--- src/rtl/air_con_pkg.sv ---
`default_nettype none
// ============================================================================
// Module   : air_con_pkg
// Purpose  : Definitions shared by the air-conditioner fan blocks. These are
//            the distance bus width, the obstacle stop threshold used by the
//            motor controller, and the range-finder FSM state encodings.
// Ports    : none (package)
// Revision : 1.0 - initial release
// ============================================================================
package air_con_pkg;

  // Distance bus width (cm) and motor stop threshold (distance <= 5 cm).
  localparam int DIST_W       = 10;
  localparam int DIST_STOP_CM = 5;

  // Range-finder FSM state encodings.
  localparam logic [2:0] ST_IDLE      = 3'd0;
  localparam logic [2:0] ST_TRIG      = 3'd1;
  localparam logic [2:0] ST_WAIT_RISE = 3'd2;
  localparam logic [2:0] ST_MEASURE   = 3'd3;
  localparam logic [2:0] ST_DONE      = 3'd4;

  typedef enum logic [2:0] {
    IDLE      = ST_IDLE,
    TRIG      = ST_TRIG,
    WAIT_RISE = ST_WAIT_RISE,
    MEASURE   = ST_MEASURE,
    DONE      = ST_DONE
  } rf_state_t;

endpackage
`default_nettype wire

--- src/rtl/us_tick_gen.sv ---
`default_nettype none
// ============================================================================
// Module   : us_tick_gen
// Purpose  : Produces a one-cycle tick once per microsecond, derived from the
//            system clock. CLK_FREQ_HZ must be a multiple of 1 MHz.
// Ports    : clk     in  1  system clock
//            reset   in  1  asynchronous, active-high reset
//            us_tick out 1  one-cycle pulse every CLK_FREQ_HZ/1e6 clocks
// Revision : 1.0 - initial release
// ============================================================================
module us_tick_gen #(
  parameter int CLK_FREQ_HZ = 100_000_000
) (
  input  logic clk,
  input  logic reset,
  output logic us_tick
);

  localparam int DIV = CLK_FREQ_HZ / 1_000_000;
  localparam int CW  = (DIV > 1) ? $clog2(DIV) : 1;

  logic [CW-1:0] div_cnt;

  // With DIV == 1 the counter sits at 0 and the tick stays high after the
  // first cycle out of reset.
  always_ff @(posedge clk or posedge reset) begin
    if (reset) begin
      div_cnt <= '0;
      us_tick <= 1'b0;
    end else if (div_cnt == CW'(DIV - 1)) begin
      div_cnt <= '0;
      us_tick <= 1'b1;
    end else begin
      div_cnt <= div_cnt + 1'b1;
      us_tick <= 1'b0;
    end
  end

endmodule
`default_nettype wire

--- src/rtl/ultrasonic_range_finder.sv ---
`default_nettype none
// ============================================================================
// Module   : ultrasonic_range_finder
// Purpose  : Drives an HC-SR04-class ultrasonic sensor. The block fires a
//            trigger pulse every measurement period and times the echo pulse.
//            It converts the echo time to centimetres (floor(us/US_PER_CM)) and
//            publishes a registered distance with a one-cycle valid strobe.
// Ports    : clk        in   1       system clock
//            reset      in   1       asynchronous, active-high reset
//            echo       in   1       sensor echo, asynchronous to clk
//            trig       out  1       sensor trigger
//            distance   out  DIST_W  last measured distance in cm, held
//            dist_valid out  1       one-cycle strobe when distance updates
//            timeout    out  1       last measurement timed out
// Revision : 1.0 - initial release
// ============================================================================
module ultrasonic_range_finder
  import air_con_pkg::*;
#(
  parameter int CLK_FREQ_HZ     = 100_000_000,
  parameter int TRIG_US         = 10,
  parameter int MEAS_PERIOD_US  = 60_000,
  parameter int ECHO_TIMEOUT_US = 25_000,
  parameter int US_PER_CM       = 58,
  parameter int DIST_MAX_CM     = 400
) (
  input  logic              clk,
  input  logic              reset,
  input  logic              echo,
  output logic              trig,
  output logic [DIST_W-1:0] distance,
  output logic              dist_valid,
  output logic              timeout
);

  localparam int US_MAX = (TRIG_US > ECHO_TIMEOUT_US) ? TRIG_US : ECHO_TIMEOUT_US;
  localparam int US_W   = $clog2(US_MAX + 1);
  localparam int PER_W  = (MEAS_PERIOD_US > 1) ? $clog2(MEAS_PERIOD_US) : 1;
  localparam int SUB_W  = (US_PER_CM > 1) ? $clog2(US_PER_CM) : 1;
  localparam logic [DIST_W-1:0] DIST_MAX = DIST_W'(DIST_MAX_CM);

  // --------------------------------------------------------------------------
  // Microsecond timebase
  // --------------------------------------------------------------------------
  logic us_tick;

  us_tick_gen #(
    .CLK_FREQ_HZ (CLK_FREQ_HZ)
  ) u_us_tick_gen (
    .clk     (clk),
    .reset   (reset),
    .us_tick (us_tick)
  );

  // --------------------------------------------------------------------------
  // Echo synchronizer and edge detect. Edges come from the synchronized copy
  // only, so the raw pin never reaches the FSM.
  // --------------------------------------------------------------------------
  logic echo_meta;
  logic echo_sync;
  logic echo_prev;
  logic echo_rise;
  logic echo_fall;

  always_ff @(posedge clk or posedge reset) begin
    if (reset) begin
      echo_meta <= 1'b0;
      echo_sync <= 1'b0;
      echo_prev <= 1'b0;
    end else begin
      echo_meta <= echo;
      echo_sync <= echo_meta;
      echo_prev <= echo_sync;
    end
  end

  assign echo_rise = echo_sync & ~echo_prev;
  assign echo_fall = ~echo_sync & echo_prev;

  // --------------------------------------------------------------------------
  // Free-running measurement period counter; its wrap is the start event.
  // --------------------------------------------------------------------------
  logic [PER_W-1:0] per_cnt;
  logic             start_evt;

  assign start_evt = us_tick && (per_cnt == PER_W'(MEAS_PERIOD_US - 1));

  always_ff @(posedge clk or posedge reset) begin
    if (reset) begin
      per_cnt <= '0;
    end else if (us_tick) begin
      if (start_evt) per_cnt <= '0;
      else           per_cnt <= per_cnt + 1'b1;
    end
  end

  // --------------------------------------------------------------------------
  // FSM
  // --------------------------------------------------------------------------
  rf_state_t         state;
  rf_state_t         state_next;
  logic [US_W-1:0]   us_cnt;
  logic [SUB_W-1:0]  sub_cnt;
  logic [DIST_W-1:0] cm_cnt;
  logic              tmo_cause;

  logic us_clr;
  logic us_inc;
  logic meas_clr;
  logic meas_inc;
  logic cause_set;
  logic cause_val;
  logic done;

  always_ff @(posedge clk or posedge reset) begin
    if (reset) state <= IDLE;
    else       state <= state_next;
  end

  always_comb begin
    state_next = state;
    trig       = 1'b0;
    us_clr     = 1'b0;
    us_inc     = 1'b0;
    meas_clr   = 1'b0;
    meas_inc   = 1'b0;
    cause_set  = 1'b0;
    cause_val  = 1'b0;
    done       = 1'b0;

    case (state)
      IDLE: begin
        if (start_evt) begin
          state_next = TRIG;
          us_clr     = 1'b1;
        end
      end

      TRIG: begin
        trig = 1'b1;
        if (us_tick) begin
          if (us_cnt == US_W'(TRIG_US - 1)) begin
            state_next = WAIT_RISE;
            us_clr     = 1'b1;
          end else begin
            us_inc = 1'b1;
          end
        end
      end

      WAIT_RISE: begin
        if (echo_rise) begin
          state_next = MEASURE;
          meas_clr   = 1'b1;
          us_clr     = 1'b1;
        end else if (us_tick) begin
          if (us_cnt == US_W'(ECHO_TIMEOUT_US - 1)) begin
            state_next = DONE;
            cause_set  = 1'b1;
            cause_val  = 1'b1;
          end else begin
            us_inc = 1'b1;
          end
        end
      end

      MEASURE: begin
        // The tick in the falling-edge cycle still counts. The echo is high
        // for exactly one tick per cycle that the synchronized level was high.
        meas_inc = us_tick;
        if (echo_fall) begin
          state_next = DONE;
          cause_set  = 1'b1;
          cause_val  = 1'b0;
        end else if (us_tick) begin
          if (us_cnt == US_W'(ECHO_TIMEOUT_US - 1)) begin
            state_next = DONE;
            cause_set  = 1'b1;
            cause_val  = 1'b1;
          end else begin
            us_inc = 1'b1;
          end
        end
      end

      DONE: begin
        done       = 1'b1;
        state_next = IDLE;
      end

      default: begin
        state_next = IDLE;
      end
    endcase
  end

  // --------------------------------------------------------------------------
  // Counters
  // --------------------------------------------------------------------------
  always_ff @(posedge clk or posedge reset) begin
    if (reset) begin
      us_cnt <= '0;
    end else if (us_clr) begin
      us_cnt <= '0;
    end else if (us_inc) begin
      us_cnt <= us_cnt + 1'b1;
    end
  end

  // Sub-cm counter divides the microsecond ticks by US_PER_CM. The cm count
  // saturates so that a long echo cannot wrap into a small distance.
  always_ff @(posedge clk or posedge reset) begin
    if (reset) begin
      sub_cnt <= '0;
      cm_cnt  <= '0;
    end else if (meas_clr) begin
      sub_cnt <= '0;
      cm_cnt  <= '0;
    end else if (meas_inc) begin
      if (sub_cnt == SUB_W'(US_PER_CM - 1)) begin
        sub_cnt <= '0;
        if (cm_cnt < DIST_MAX) cm_cnt <= cm_cnt + 1'b1;
      end else begin
        sub_cnt <= sub_cnt + 1'b1;
      end
    end
  end

  always_ff @(posedge clk or posedge reset) begin
    if (reset)          tmo_cause <= 1'b0;
    else if (cause_set) tmo_cause <= cause_val;
  end

  // --------------------------------------------------------------------------
  // Result registers: distance, timeout and the strobe change together.
  // --------------------------------------------------------------------------
  always_ff @(posedge clk or posedge reset) begin
    if (reset) begin
      distance   <= '0;
      timeout    <= 1'b0;
      dist_valid <= 1'b0;
    end else begin
      dist_valid <= done;
      if (done) begin
        timeout <= tmo_cause;
        if (tmo_cause || (cm_cnt > DIST_MAX)) distance <= DIST_MAX;
        else                                  distance <= cm_cnt;
      end
    end
  end

endmodule
`default_nettype wire

--- config.mk ---
export PLATFORM = sky130hd
export DESIGN_NAME = ultrasonic_range_finder
export DESIGN_NICKNAME = d
export VERILOG_FILES = /design/src/rtl/air_con_pkg.sv /design/src/rtl/us_tick_gen.sv /design/src/rtl/ultrasonic_range_finder.sv
export SDC_FILE = /design/constraint.sdc
export NUM_CORES = 1
export LEC_CHECK = 0
export BUFFER_PORTS_ARGS = -buffer_cell sky130_fd_sc_hd__buf_2
export CORE_MARGIN = 10
export CORE_UTILIZATION = 45
export CTS_BUF_LIST = sky130_fd_sc_hd__clkbuf_16
export CTS_CLUSTER_SIZE = 28
export DETAILED_ROUTE_END_ITERATION = 16
export HOLD_SLACK_MARGIN = 0.03
export SLEW_MARGIN = 20
export SYNTH_ARGS = -nofsm -noshare
export SYNTH_HDL_FRONTEND = slang
export SYNTH_SLANG_ARGS = --single-unit
--- constraint.sdc ---
create_clock -name clk -period 5.7 [get_ports clk]
set_input_delay 0.57 -clock clk [delete_from_list [all_inputs] [get_ports clk]]
set_output_delay 0.57 -clock clk [all_outputs]
set_load 0.05 [all_outputs]
After elaboration in Yosys (flattened, before gate mapping) --
Index checks and enable logic that the tools add are counted.
Word-level totals: register bits 74, bits in latches 0, memory bits (writable) 0, memory bits (read-only) 0, output and inout bits 13, logic and storage cells 90, memories kept 0
Cells by class: add/subtract/negate cells 5, multiply operators 0, div/mod/pow operators 0, $lt $le $gt $ge 2, eq/ne operators 12, shifts and indexed selects 0, mux-type cells 44, bitwise logic cells 4, reductions and logical operators 9
Operators by type and width (count):
- $mux W10 | 5
- $mux W15 | 2
- $mux W3 | 7
- $mux W1 | 20
- $mux W6 | 3
- $add A16 B1 Y16 const B | 1
- $eq A16 B16 Y1 const B | 1
- $mux W16 | 1
- $add A15 B1 Y15 const B | 1
- $eq A15 B15 Y1 const B | 1
- $eq A15 B4 Y1 const B | 1
- $pmux W3 S4 | 1
- $add A10 B1 Y10 const B | 1
- $gt A10 B9 Y1 const B | 1
- $lt A10 B9 Y1 const B | 1
- $reduce_bool A2 Y1 | 4
- $add A7 B1 Y7 const B | 1
- $eq A7 B7 Y1 const B | 1
- $mux W7 | 1
- $add A6 B1 Y6 const B | 1
- $eq A3 B2 Y1 const B | 2
- $eq A6 B6 Y1 const B | 1
- $pmux W1 S3 | 2
- $reduce_and A3 Y1 | 2
- 10 further kinds | 14

Depth between registers and ports, before layout --
Gate-level depths: netlist of the first run.
word-level depth 7, mapped depth 8, gate-level depth less buffers 7

Cells and area by module --
A second synthesis of the first run with hierarchy kept.
Unflattened totals: cell total of the unflattened synthesis 369, area total of the unflattened synthesis 3776.1 um2
By module, submodules not included:
- ultrasonic_range_finder | times used 1, cells an instance 339, area each 3410.8 um2, seq. area each 1651.6 um2
- us_tick_gen | times used 1, cells an instance 30, area each 365.4 um2, seq. area each 200.2 um2

Worst setup path before layout of the first run --
Ideal clock, no wire load.
kind register to output, start point register state[0], end point output trig, arrival 1.797 ns, slack 3.333 ns, stages on the path, launching flop included 3, buffers on the path 1, cell sequence dfrtp_1 > clkbuf_1 > nor3b_1
Between the ends: longest elaborated chain between the ends 2
Ends and longest elaborated chain:
- start, declared | RTL line ultrasonic_range_finder.sv:100 | rf_state_t state;
- start signal, assigned | RTL line ultrasonic_range_finder.sv:117 | else state <= state_next;
- $eq A3 B1 Y1 | RTL line ultrasonic_range_finder.sv:131 | case (state)
- $mux W1 | RTL line ultrasonic_range_finder.sv:131
- end, declared | RTL line ultrasonic_range_finder.sv:30 | output logic trig,
No other way between the ends.

Worst setup path in the final report of the first run --
start point register state[0], end point register sub_cnt[4]
Between the ends: longest elaborated chain between the ends 3
Ends and longest elaborated chain:
- $eq A3 B2 Y1 | RTL line ultrasonic_range_finder.sv:131
- $mux W1 | RTL line ultrasonic_range_finder.sv:131
- $mux W6 or $reduce_bool A2 Y1 (tied branches)
- end signal, assigned | RTL line ultrasonic_range_finder.sv:224 | sub_cnt <= sub_cnt + 1'b1;
- end, declared | RTL line ultrasonic_range_finder.sv:103 | logic [SUB_W-1:0] sub_cnt;
Parallel ways exist; a longest one is shown, timed or not. A chain may end at the register's enable or synchronous reset.

==> results of run 1 <==
## logic make-up after synthesis
kind of cell,after synthesis
and+or+nand+nor,168
DFF,74
AOI/OAI and AO/OA,70
buffers and inverters,25
xor gates and xnor gates,21
adders and majority gates,8
muxes,5
## state kept, by name, indices dropped and copies added (netlist names)
register and count:
cm_cnt 10, sub_cnt 6, u_us_tick_gen.us_tick 1, echo_sync 1, us_cnt 15, echo_meta 1, tmo_cause 1, u_us_tick_gen.div_cnt 7
timeout 1, echo_prev 1, dist_valid 1, distance 10, state 3, per_cnt 16
## worst paths after layout
path | from | endpoint | slack [ns] | cells after the start
worst max-delay path | state[0]$_DFFE_PP0P_ | sub_cnt[4]$_DFFE_PP0P_ | 3.24 | 5
worst min-delay path | echo_meta$_DFF_PP0_ | echo_sync$_DFF_PP0_ | 0.35 | 0
worst max register to register | state[0]$_DFFE_PP0P_ | sub_cnt[4]$_DFFE_PP0P_ | 3.24 | 5
worst min register to register | echo_meta$_DFF_PP0_ | echo_sync$_DFF_PP0_ | 0.35 | 0
max in group asynchronous | reset | us_cnt[1]$_DFFE_PP0P_ | 4.34 | 3
min in group asynchronous | reset | timeout$_DFFE_PP0P_ | 0.37 | 2
## stage by stage
step	setup slack (ns)	instance area (sq um)	power, mW
2_1_floorplan	3.25	3720	0.546
3_3_place_gp	3.39	3870	0.551
3_5_place_dp	3.27	3870	0.551
4_1_cts	3.25	4170	1.11
5_1_grt	3.06	4170	1.14
6_report	3.24	4170	1.10
## critical path, stage by stage, from the launching register on
cell and delay [ns]:
dfrtp_1 0.50, or3b_1 0.46, a21oi_1 0.81, nor3b_1 0.27, a21oi_1 0.06, o32ai_1 0.25
## metal layers
layer | vias up | wire length, microns
li1 | 1389 | -
met5 | - | 0
met4 | 0 | 40
met3 | 2 | 295
met1 | 1331 | 3690
met2 | 48 | 3280
## layout make-up
cell class | instances | area [sq um]
inverter | 13 | 48.8
tap | 105 | 131
timing repair buffer | 16 | 82.6
clock inverter | 7 | 71.3
fill | 729 | 3970
sequential | 74 | 1850
clock buffer | 9 | 225
multi-input combinational | 272 | 1760
## power by group through the flow
stage               Sequential (mW)  Combinational [mW]  Clock [mW]
floorplan                     0.537             0.00948           0
detailed placement            0.537              0.0141           0
global placement              0.537              0.0139           0
finish                        0.528              0.0129       0.560
CTS                           0.527              0.0142       0.572
global route                  0.527              0.0158       0.595
## layout by cell type, fill, tap and decap left out, drive strengths merged, types with 7 or more instances in the layout
cell    netlist  routed
nand3        27      27
nand4        11      11
ha            8       8
a21oi        23      23
or3          13      13
o21ai        17      17
and2          7       7
inv          13      14
xnor2        12      12
buf           6      16
dfrtp        74      74
xor2          9       9
nand2        29      29
nor3         10      10
clkbuf        6       9
nor2         29      29
==> run_results.csv, run 1 <==
group,metric,value,unit
grt,antenna_found_initial,0,
synthesis,yosysWarningCount,0,
synthesis,ys_ff_latch,74,
sta,timing.hold.ws,0.346,ns
grt,grt_pass1_vias,2639,
synthesis,synth_top_area_share,49.8,%
sta,max_slew_margin,31.6,%
synthesis,netlist_instances,371,
sta,slew_viol_final,0,
clock_network,htreeDepth,3,
synthesis,synth-main-ff-cell,"dfrtp_1",
synthesis,async_reset_ff_share,100,%
clock_network,numClockSinks,74,
setup_path,critPathKind,"flop to flop",
detailed_routing,routed_wl,7310,microns
job,maxCapViolCount,0,
synthesis,post-synth-top-count-cell,"dfrtp_1",
floorplan,initial_core_util,45.7,%
synthesis,synth-compound-area-share,12.2,%
placement,hpwl,5010,microns
grt,globalRouteMet3Util,3.46,%
sta,setup_tns,0,ns
layout,fin_cells,496,
setup_path,worstPathMaxFanout,15,
power_and_ir_drop,internal_power,0.866,mW
grt,use_met2,18.5,%
clock_network,clkTransAtPathRegs,0.06,ns
synthesis,synth_top_family_by_area,"simple AND/OR/NAND/NOR gates",
synthesis,synth_fp_nets,382,
placement,place.gp.congestion,0.835,
floorplan,ioPinCount,16,
detailed_routing,vias_per_cell,5.58,
floorplan,coreArea,8130,sq um
synthesis,synth_mux_area_share,1.35,%
synthesis,ys_top_cells_by_area,"dfrtp_1, nand3_1, a21oi_1, nand2_1, nor2_1",
detailed_routing,detail_route.wl_per_cell,14.7,microns
clock_network,numCtsBuffers,9,
power_and_ir_drop,switching_share,21.3,%
grt,use_met1,16.5,%
detailed_routing,drt_first_pass_iters,4,
layout,finish.utilization,51.2,%
floorplan,die_width,111,microns
sta,rsz0062_at_grt,"no",
placement,port_buffers,15,
synthesis,synth.distinct_cells,54,
sta,timing.fmax,407,MHz
power_and_ir_drop,switching_power,0.234,mW
grt,grt_usage,12.3,%
clock_network,hold_buffers,0,
synthesis,seq_area_frac_synth,49.8,%
power_and_ir_drop,power.density,264,nW/um^2
synthesis,synth_area_per_cell,10.0,sq um
synthesis,synth_top_area_cell,"dfrtp_1",
sta,setup_violations,0,
floorplan,die-area,12300,sq um
grt,gr-total-overflow,0,
clock_network,post_cts_buffers,0,
synthesis,synth_edf_count,0,
detailed_routing,antenna_left,0,
synthesis,synthAdderAreaFrac,2.69,%
sta,hold_violations,0,
power_and_ir_drop,peakVddDrop,179,uV
synthesis,synthesis.area,3720,sq um
clock_network,cts-root-buf,"clkbuf_16",
layout,syn_to_final_growth,12.0,%
grt,grt_max_degree,39,
detailed_routing,initialDrtViolationCount,135,
sta,tightest_slew,1.03,ns
setup_path,cp.arrival,2.67,ns
setup_path,cp-start-kind,"flop",
detailed_routing,drcViolationCount,0,
layout,diodes,0,
run_status,status,"finished, final reports clean",
min_path,hp-class,"flop to flop",
setup_path,endpoint_kind,"flop",
synthesis,synth-simple-area-share,26.0,%
synthesis,synth_common_cells,"dfrtp_1, nand2_1, nor2_1",
layout,final_nets,397,
sta,period_share,43.1,%
setup_path,cp.required,5.91,ns
floorplan,die_y,111,microns
clock_network,clk_latency,0.33,ns
synthesis,synthXorXnorAreaFrac,4.94,%
clock_network,cts_max_path_buffers,2,
power_and_ir_drop,seqPwrFrac,47.9,%
layout,drive_above_1_share,11.8,%
clock_network,cts_tree,"done",
detailed_routing,vias,2770,
sta,finalCriticalPeriod,2.46,ns
floorplan,rows,33,
sta,skew,0.00874,ns
grt,grt.busiest_layer,"met2",
power_and_ir_drop,p_clk_share,50.9,%
power_and_ir_drop,comb_power_share,1.2,%
clock_network,cts_resized,0,
grt,grt_pass1_wl,12900,microns
power_and_ir_drop,p_leak,1.78,nW
placement,dpl.cell_count,480,
(Power assumes the default switching activity.)
==> inputs of run 2 (changes only) <==
==> constraint.sdc (replaced) <==
create_clock -name clk -period 2.3 [get_ports clk]
set_input_delay 0.23 -clock clk [delete_from_list [all_inputs] [get_ports clk]]
set_output_delay 0.23 -clock clk [all_outputs]
set_load 0.05 [all_outputs]
==> run 2 against run 1 <==
Compared with the run above:
- clock power grew 140%
- via count grew 4.4%
- sequential share of layout area shrank 1.6 points
- critical path type unchanged
- critical endpoint is now us_cnt[13]$_DFFE_PP0P_
- largest cell class unchanged
- largest power group unchanged
==> run_results.csv, run 2 (synthesized netlist as in run 1, its figures left out) <==
group,metric,value,unit
run_status,status,"finished, final reports clean",
power_and_ir_drop,comb_power_share,1.4,%
floorplan,coreArea,8130,sq um
layout,final_cell_mix,"dfrtp_1, nand2_1, nor2_1, nand3_1, a21oi_1",
clock_network,numCtsBuffers,9,
detailed_routing,vias,2891,
floorplan,ioPinCount,16,
setup_path,rr_endpoint,"us_cnt[13]$_DFFE_PP0P_",
placement,hpwl,5170,microns
min_path,min_from,"echo_meta$_DFF_PP0_",
detailed_routing,vias_per_cell,5.61,
sta,slew_viol_final,0,
min_path,hp-class,"flop to flop",
power_and_ir_drop,seqPwrFrac,49.1,%
grt,antenna_found_initial,0,
detailed_routing,drcViolationCount,0,
sta,timing.fmax,450,MHz
floorplan,die_width,111,microns
grt,grt_pass1_vias,2686,
layout,diodes,0,
placement,dpl.cell_count,495,
layout,num-fill-cells,728,
power_and_ir_drop,internal_power,2.13,mW
clock_network,cts-root-buf,"clkbuf_16",
setup_path,critPathKind,"flop to flop",
floorplan,die-area,12300,sq um
floorplan,die_y,111,microns
grt,grt_usage,12.5,%
clock_network,cts_max_path_buffers,2,
layout,syn_to_final_growth,16.1,%
setup_path,cp.required,2.50,ns
layout,top_regs,"per_cnt x16, us_cnt x15",
layout,final_nets,417,
setup_path,path_cells,"or4_4, nor4_2, o22a_2, or4_1, a21oi_1",
job,maxCapViolCount,0,
layout,largest_register,"per_cnt",
sta,max_slew_margin,58.2,%
detailed_routing,initialDrtViolationCount,123,
grt,gr-total-overflow,0,
grt,grt_max_degree,64,
clock_network,cts_tree,"done",
placement,place.gp.congestion,0.802,
layout,fin_cells,515,
setup_path,cp.arrival,2.43,ns
setup_path,endpoint_kind,"flop",
setup_path,worstPathMaxFanout,13,
sta,skew,0.00461,ns
min_path,hold_end,"echo_sync$_DFF_PP0_",
sta,setup_tns,0,ns
power_and_ir_drop,switching_share,20.0,%
detailed_routing,routed_wl,7620,microns
floorplan,initial_core_util,45.7,%
setup_path,rr_startpoint,"us_cnt[6]$_DFFE_PP0P_",
power_and_ir_drop,peakVddDrop,307,uV
layout,final_common_cell,"dfrtp_1",
grt,grt_pass1_wl,13000,microns
clock_network,clkTransAtPathRegs,0.05,ns
layout,largest_reg_flops,16,
setup_path,reg2reg_depth,5,
sta,hold_violations,0,
setup_path,cpPeakStageDelay,0.56,ns
layout,drive_above_1_share,15.1,%
power_and_ir_drop,switching_power,0.532,mW
power_and_ir_drop,power.density,617,nW/um^2
sta,period_share,96.7,%
sta,finalCriticalPeriod,2.22,ns
setup_path,reg2reg_slack,0.08,ns
sta,rsz0062_at_grt,"no",
detailed_routing,detail_route.wl_per_cell,14.8,microns
detailed_routing,drt_first_pass_iters,4,
clock_network,numClockSinks,74,
sta,tightest_slew,0.625,ns
power_and_ir_drop,p_leak,1.89,nW
power_and_ir_drop,p_clk_share,49.5,%
setup_path,worst_path_max_delay_cell,"or4_4",
setup_path,cp-start-kind,"flop",
clock_network,htreeDepth,3,
sta,setup_violations,0,
placement,port_buffers,15,
clock_network,clk_latency,0.33,ns
min_path,worstHoldPathCells,0,
detailed_routing,antenna_left,0,
floorplan,rows,33,
==> run 2: cell count changes in the layout (fill, tap and decap cells not counted), sizes merged <==
| cell | previous run | this run |
|---|---|---|
| clkinvlp | 2 | 0 |
| buf | 16 | 33 |
| inv | 14 | 15 |
| dlygate4sd3 | 0 | 2 |
| o22a | 1 | 2 |
==> run 2: timing repair <==
| action | 4_1_cts | 5_1_grt |
|---|---|---|
| resized for setup | 0 | 1 |
| endpoints found under the hold margin | 12 | 0 |
| hold buffers | 2 | 0 |
| buffers inserted | 0 | 2 |
| setup endpoints to repair | 0 | 15 |
==> run 2: area by class of cell <==
class / count / area, sq um / share of cell area (%)
clock buffer: 9 / 225 / 5.21
sequential: 74 / 1850 / 42.9
clock inverter: 6 / 51.3 / 1.19
tap: 105 / 131 / 3.04
multi-input combinational: 273 / 1770 / 41.0
inverter: 13 / 48.8 / 1.13
timing repair buffer: 35 / 243 / 5.62
==> run 2: worst max-delay path by stage <==
stage / startpoint / endpoint / slack (ns) / depth (start not counted)
after floorplan: reset / cm_cnt[0]$_DFFE_PP0P_ / 0.19 / 1
after global routing: us_cnt[1]$_DFFE_PP0P_ / us_cnt[4]$_DFFE_PP0P_ / 0.02 / 8
after CTS: us_cnt[6]$_DFFE_PP0P_ / us_cnt[1]$_DFFE_PP0P_ / 0.05 / 5
after global placement: us_cnt[6]$_DFFE_PP0P_ / us_cnt[1]$_DFFE_PP0P_ / 0.16 / 5
after detailed placement: us_cnt[6]$_DFFE_PP0P_ / us_cnt[1]$_DFFE_PP0P_ / 0.08 / 5
final: us_cnt[6]$_DFFE_PP0P_ / us_cnt[13]$_DFFE_PP0P_ / 0.08 / 5
==> run 2: stage by stage <==
stage	total power [mW]	hold WS (ns)	setup slack (ns)	instance area (sq um)	utilization, %
after floorplan	1.35	0.261	0.188	3720	-
after global placement	1.37	0.182	0.156	4000	49.1
after detailed placement	1.37	0.185	0.0758	4000	49.1
after CTS	2.71	0.350	0.0525	4290	52.8
after global routing	2.76	0.354	0.0213	4320	53.1
final	2.66	0.349	0.0766	4320	53.1
==> run 2: routing by layer <==
metal	part of all wire (%)	global-route usage, %	vias to the layer above
met4	2.7	6.94	0
met2	43	18.0	54
li1	-	-	1429
met3	3.5	2.60	19
met1	51	16.9	1389
met5	0	0	-
==> run 2: power by group through the flow <==
stage                     registers (mW)  clock network (mW)  logic [mW]
final                               1.31                1.32      0.0380
after global routing                1.31                1.41      0.0446
after CTS                           1.31                1.36      0.0408
after detailed placement            1.33                   0      0.0381
after global placement              1.33                   0      0.0379
after floorplan                     1.33                   0      0.0235
==> run 2: critical path, delay by kind of cell (launching register included) <==
kind	cells	cell delay (ns)
and+or+nand+nor	3	1.25
AOI/OAI and AO/OA	2	0.44
DFF	1	0.42
==> inputs of run 3 (changes only) <==
--- a/config.mk
+++ b/config.mk
@@ -7,11 +7,12 @@
 export LEC_CHECK = 0
 export BUFFER_PORTS_ARGS = -buffer_cell sky130_fd_sc_hd__buf_2
 export CORE_MARGIN = 10
-export CORE_UTILIZATION = 45
+export CORE_UTILIZATION = 55
 export CTS_BUF_LIST = sky130_fd_sc_hd__clkbuf_16
 export CTS_CLUSTER_SIZE = 28
 export DETAILED_ROUTE_END_ITERATION = 16
 export HOLD_SLACK_MARGIN = 0.03
+export PLACE_DENSITY = 0.72
 export SLEW_MARGIN = 20
 export SYNTH_ARGS = -nofsm -noshare
 export SYNTH_HDL_FRONTEND = slang
==> run 3 against run 2 <==
Compared with the run above:
- clock power rose by 3%
- power rose by 1.7%
- global-route usage rose by 2.4 points
- sequential share of layout area rose by 0.087 points
- critical path type unchanged
- largest power group unchanged
==> run_results.csv, run 3 (synthesized netlist as in run 1, its figures left out) <==
group,metric,value,unit
sta,tightest_slew,0.657,ns
floorplan,die-area,10500,sq um
layout,final_area,4310,sq um
layout,diodes,0,
layout,finish.utilization,66.8,%
layout,syn_to_final_growth,15.9,%
detailed_routing,routed_wl,7670,microns
setup_path,cp.required,2.50,ns
placement,place.gp.congestion,0.830,
power_and_ir_drop,switching_share,20.6,%
floorplan,die_width,102,microns
grt,grt_pass1_vias,2765,
min_path,worstHoldPathCells,0,
min_path,min_from,"echo_meta$_DFF_PP0_",
detailed_routing,drt_first_pass_iters,4,
floorplan,die_y,102,microns
power_and_ir_drop,seqPwrFrac,48.3,%
power_and_ir_drop,comb_power_share,1.4,%
layout,drive_above_1_share,15.4,%
floorplan,coreArea,6460,sq um
layout,final_nets,416,
floorplan,rows,29,
setup_path,cp-start-kind,"flop",
clock_network,htreeDepth,3,
detailed_routing,drcViolationCount,0,
power_and_ir_drop,p_clk_share,50.3,%
grt,gr-total-overflow,0,
detailed_routing,vias_per_cell,6.02,
sta,timing.fmax,458,MHz
grt,antenna_found_initial,0,
power_and_ir_drop,power.density,628,nW/um^2
placement,place_ws,0.0981,ns
clock_network,clkTransAtPathRegs,0.06,ns
min_path,hp-class,"flop to flop",
setup_path,reg2reg_slack,0.12,ns
detailed_routing,detail_route.wl_per_cell,15.7,microns
setup_path,cp.arrival,2.38,ns
placement,dpl.cell_count,466,
placement,post_dp_cell_area,3950,sq um
setup_path,worstPathMaxFanout,7,
sta,max_slew_margin,56.1,%
sta,timing.hold.ws,0.348,ns
min_path,hold_end,"echo_sync$_DFF_PP0_",
grt,grt_pass1_wl,12700,microns
clock_network,numCtsBuffers,9,
sta,setup_tns,0,ns
sta,hold_violations,0,
sta,rsz0062_at_grt,"no",
sta,setup_ws,0.118,ns
power_and_ir_drop,internal_power,2.15,mW
sta,setup_violations,0,
power_and_ir_drop,switching_power,0.559,mW
power_and_ir_drop,finalPower,2.71,mW
setup_path,rr_startpoint,"us_cnt[1]$_DFFE_PP0P_",
job,maxCapViolCount,0,
detailed_routing,antenna_left,0,
power_and_ir_drop,peakVddDrop,477,uV
floorplan,ioPinCount,16,
sta,skew,0.00680,ns
layout,final_common_cell,"dfrtp_1",
placement,port_buffers,15,
placement,hpwl,5170,microns
clock_network,cts_tree,"done",
clock_network,numClockSinks,74,
layout,fin_cells,487,
floorplan,initial_core_util,57.6,%
setup_path,endpoint_kind,"flop",
setup_path,critPathKind,"flop to flop",
sta,period_share,94.9,%
power_and_ir_drop,p_leak,1.87,nW
setup_path,rr_endpoint,"us_cnt[7]$_DFFE_PP0P_",
layout,largest_register,"per_cnt",
run_status,status,"finished, final reports clean",
clock_network,cts-root-buf,"clkbuf_16",
clock_network,cts_max_path_buffers,2,
sta,slew_viol_final,0,
layout,final_cell_mix,"dfrtp_1, nand2_1, nor2_1, nand3_1, a21oi_1",
detailed_routing,vias,2931,
layout,top_regs,"per_cnt x16, us_cnt x15",
grt,grt_usage,14.9,%
setup_path,reg2reg_depth,8,
clock_network,clk_latency,0.33,ns
sta,finalCriticalPeriod,2.18,ns
layout,largest_reg_flops,16,
grt,grt_max_degree,32,
detailed_routing,initialDrtViolationCount,151,
[run 3: cell types whose count changed in the layout (fill, tap and decap cells not counted), sizes merged]
cell,change
buf,-2
clkinvlp,+3
inv,-2
o22a,+1
[run 3: final cells by class]
class | instances | area, sq um
timing repair buffer | 33 | 228
multi-input combinational | 274 | 1790
tap | 77 | 96.3
clock buffer | 9 | 225
fill | 504 | 2150
sequential | 74 | 1850
clock inverter | 7 | 70.1
inverter | 13 | 48.8
[run 3: power by group through the flow]
stage	combinational, mW	sequential [mW]	clock (mW)
2_1_floorplan	0.0235	1.33	0
3_3_place_gp	0.0381	1.33	0
3_5_place_dp	0.0384	1.33	0
4_1_cts	0.0409	1.31	1.39
5_1_grt	0.0450	1.31	1.46
6_report	0.0384	1.31	1.36
[run 3: repair_timing]
item,4_1_cts,5_1_grt
endpoints found under the setup margin,0,15
hold endpoints to repair,30,0
hold buffers,2,0
buffers inserted,0,1
gates resized for setup,0,2
[run 3: worst max-delay path by stage]
stage                          start  slack (ns)                     to
2_1_floorplan                  reset        0.19  cm_cnt[0]$_DFFE_PP0P_
3_3_place_gp   us_cnt[1]$_DFFE_PP0P_        0.18  us_cnt[1]$_DFFE_PP0P_
3_5_place_dp   us_cnt[1]$_DFFE_PP0P_         0.1  us_cnt[1]$_DFFE_PP0P_
4_1_cts        us_cnt[1]$_DFFE_PP0P_        0.07  us_cnt[1]$_DFFE_PP0P_
5_1_grt        us_cnt[1]$_DFFE_PP0P_        0.01  us_cnt[0]$_DFFE_PP0P_
6_report       us_cnt[1]$_DFFE_PP0P_        0.12  us_cnt[7]$_DFFE_PP0P_
[run 3: critical path: stages, from the launching register on]
cell	delay [ns]
dfrtp_1	0.41
inv_1	0.10
ha_1	0.15
or4b_1	0.49
nor4_4	0.29
buf_4	0.19
o22a_2	0.23
nor3_2	0.07
mux2i_1	0.13
[run 3: metal layers]
layer  wire [microns]  global-route usage (%)
met5                0                       0
met4              119                    5.64
met3              354                    3.64
met2             3540                    23.1
met1             3650                    19.6
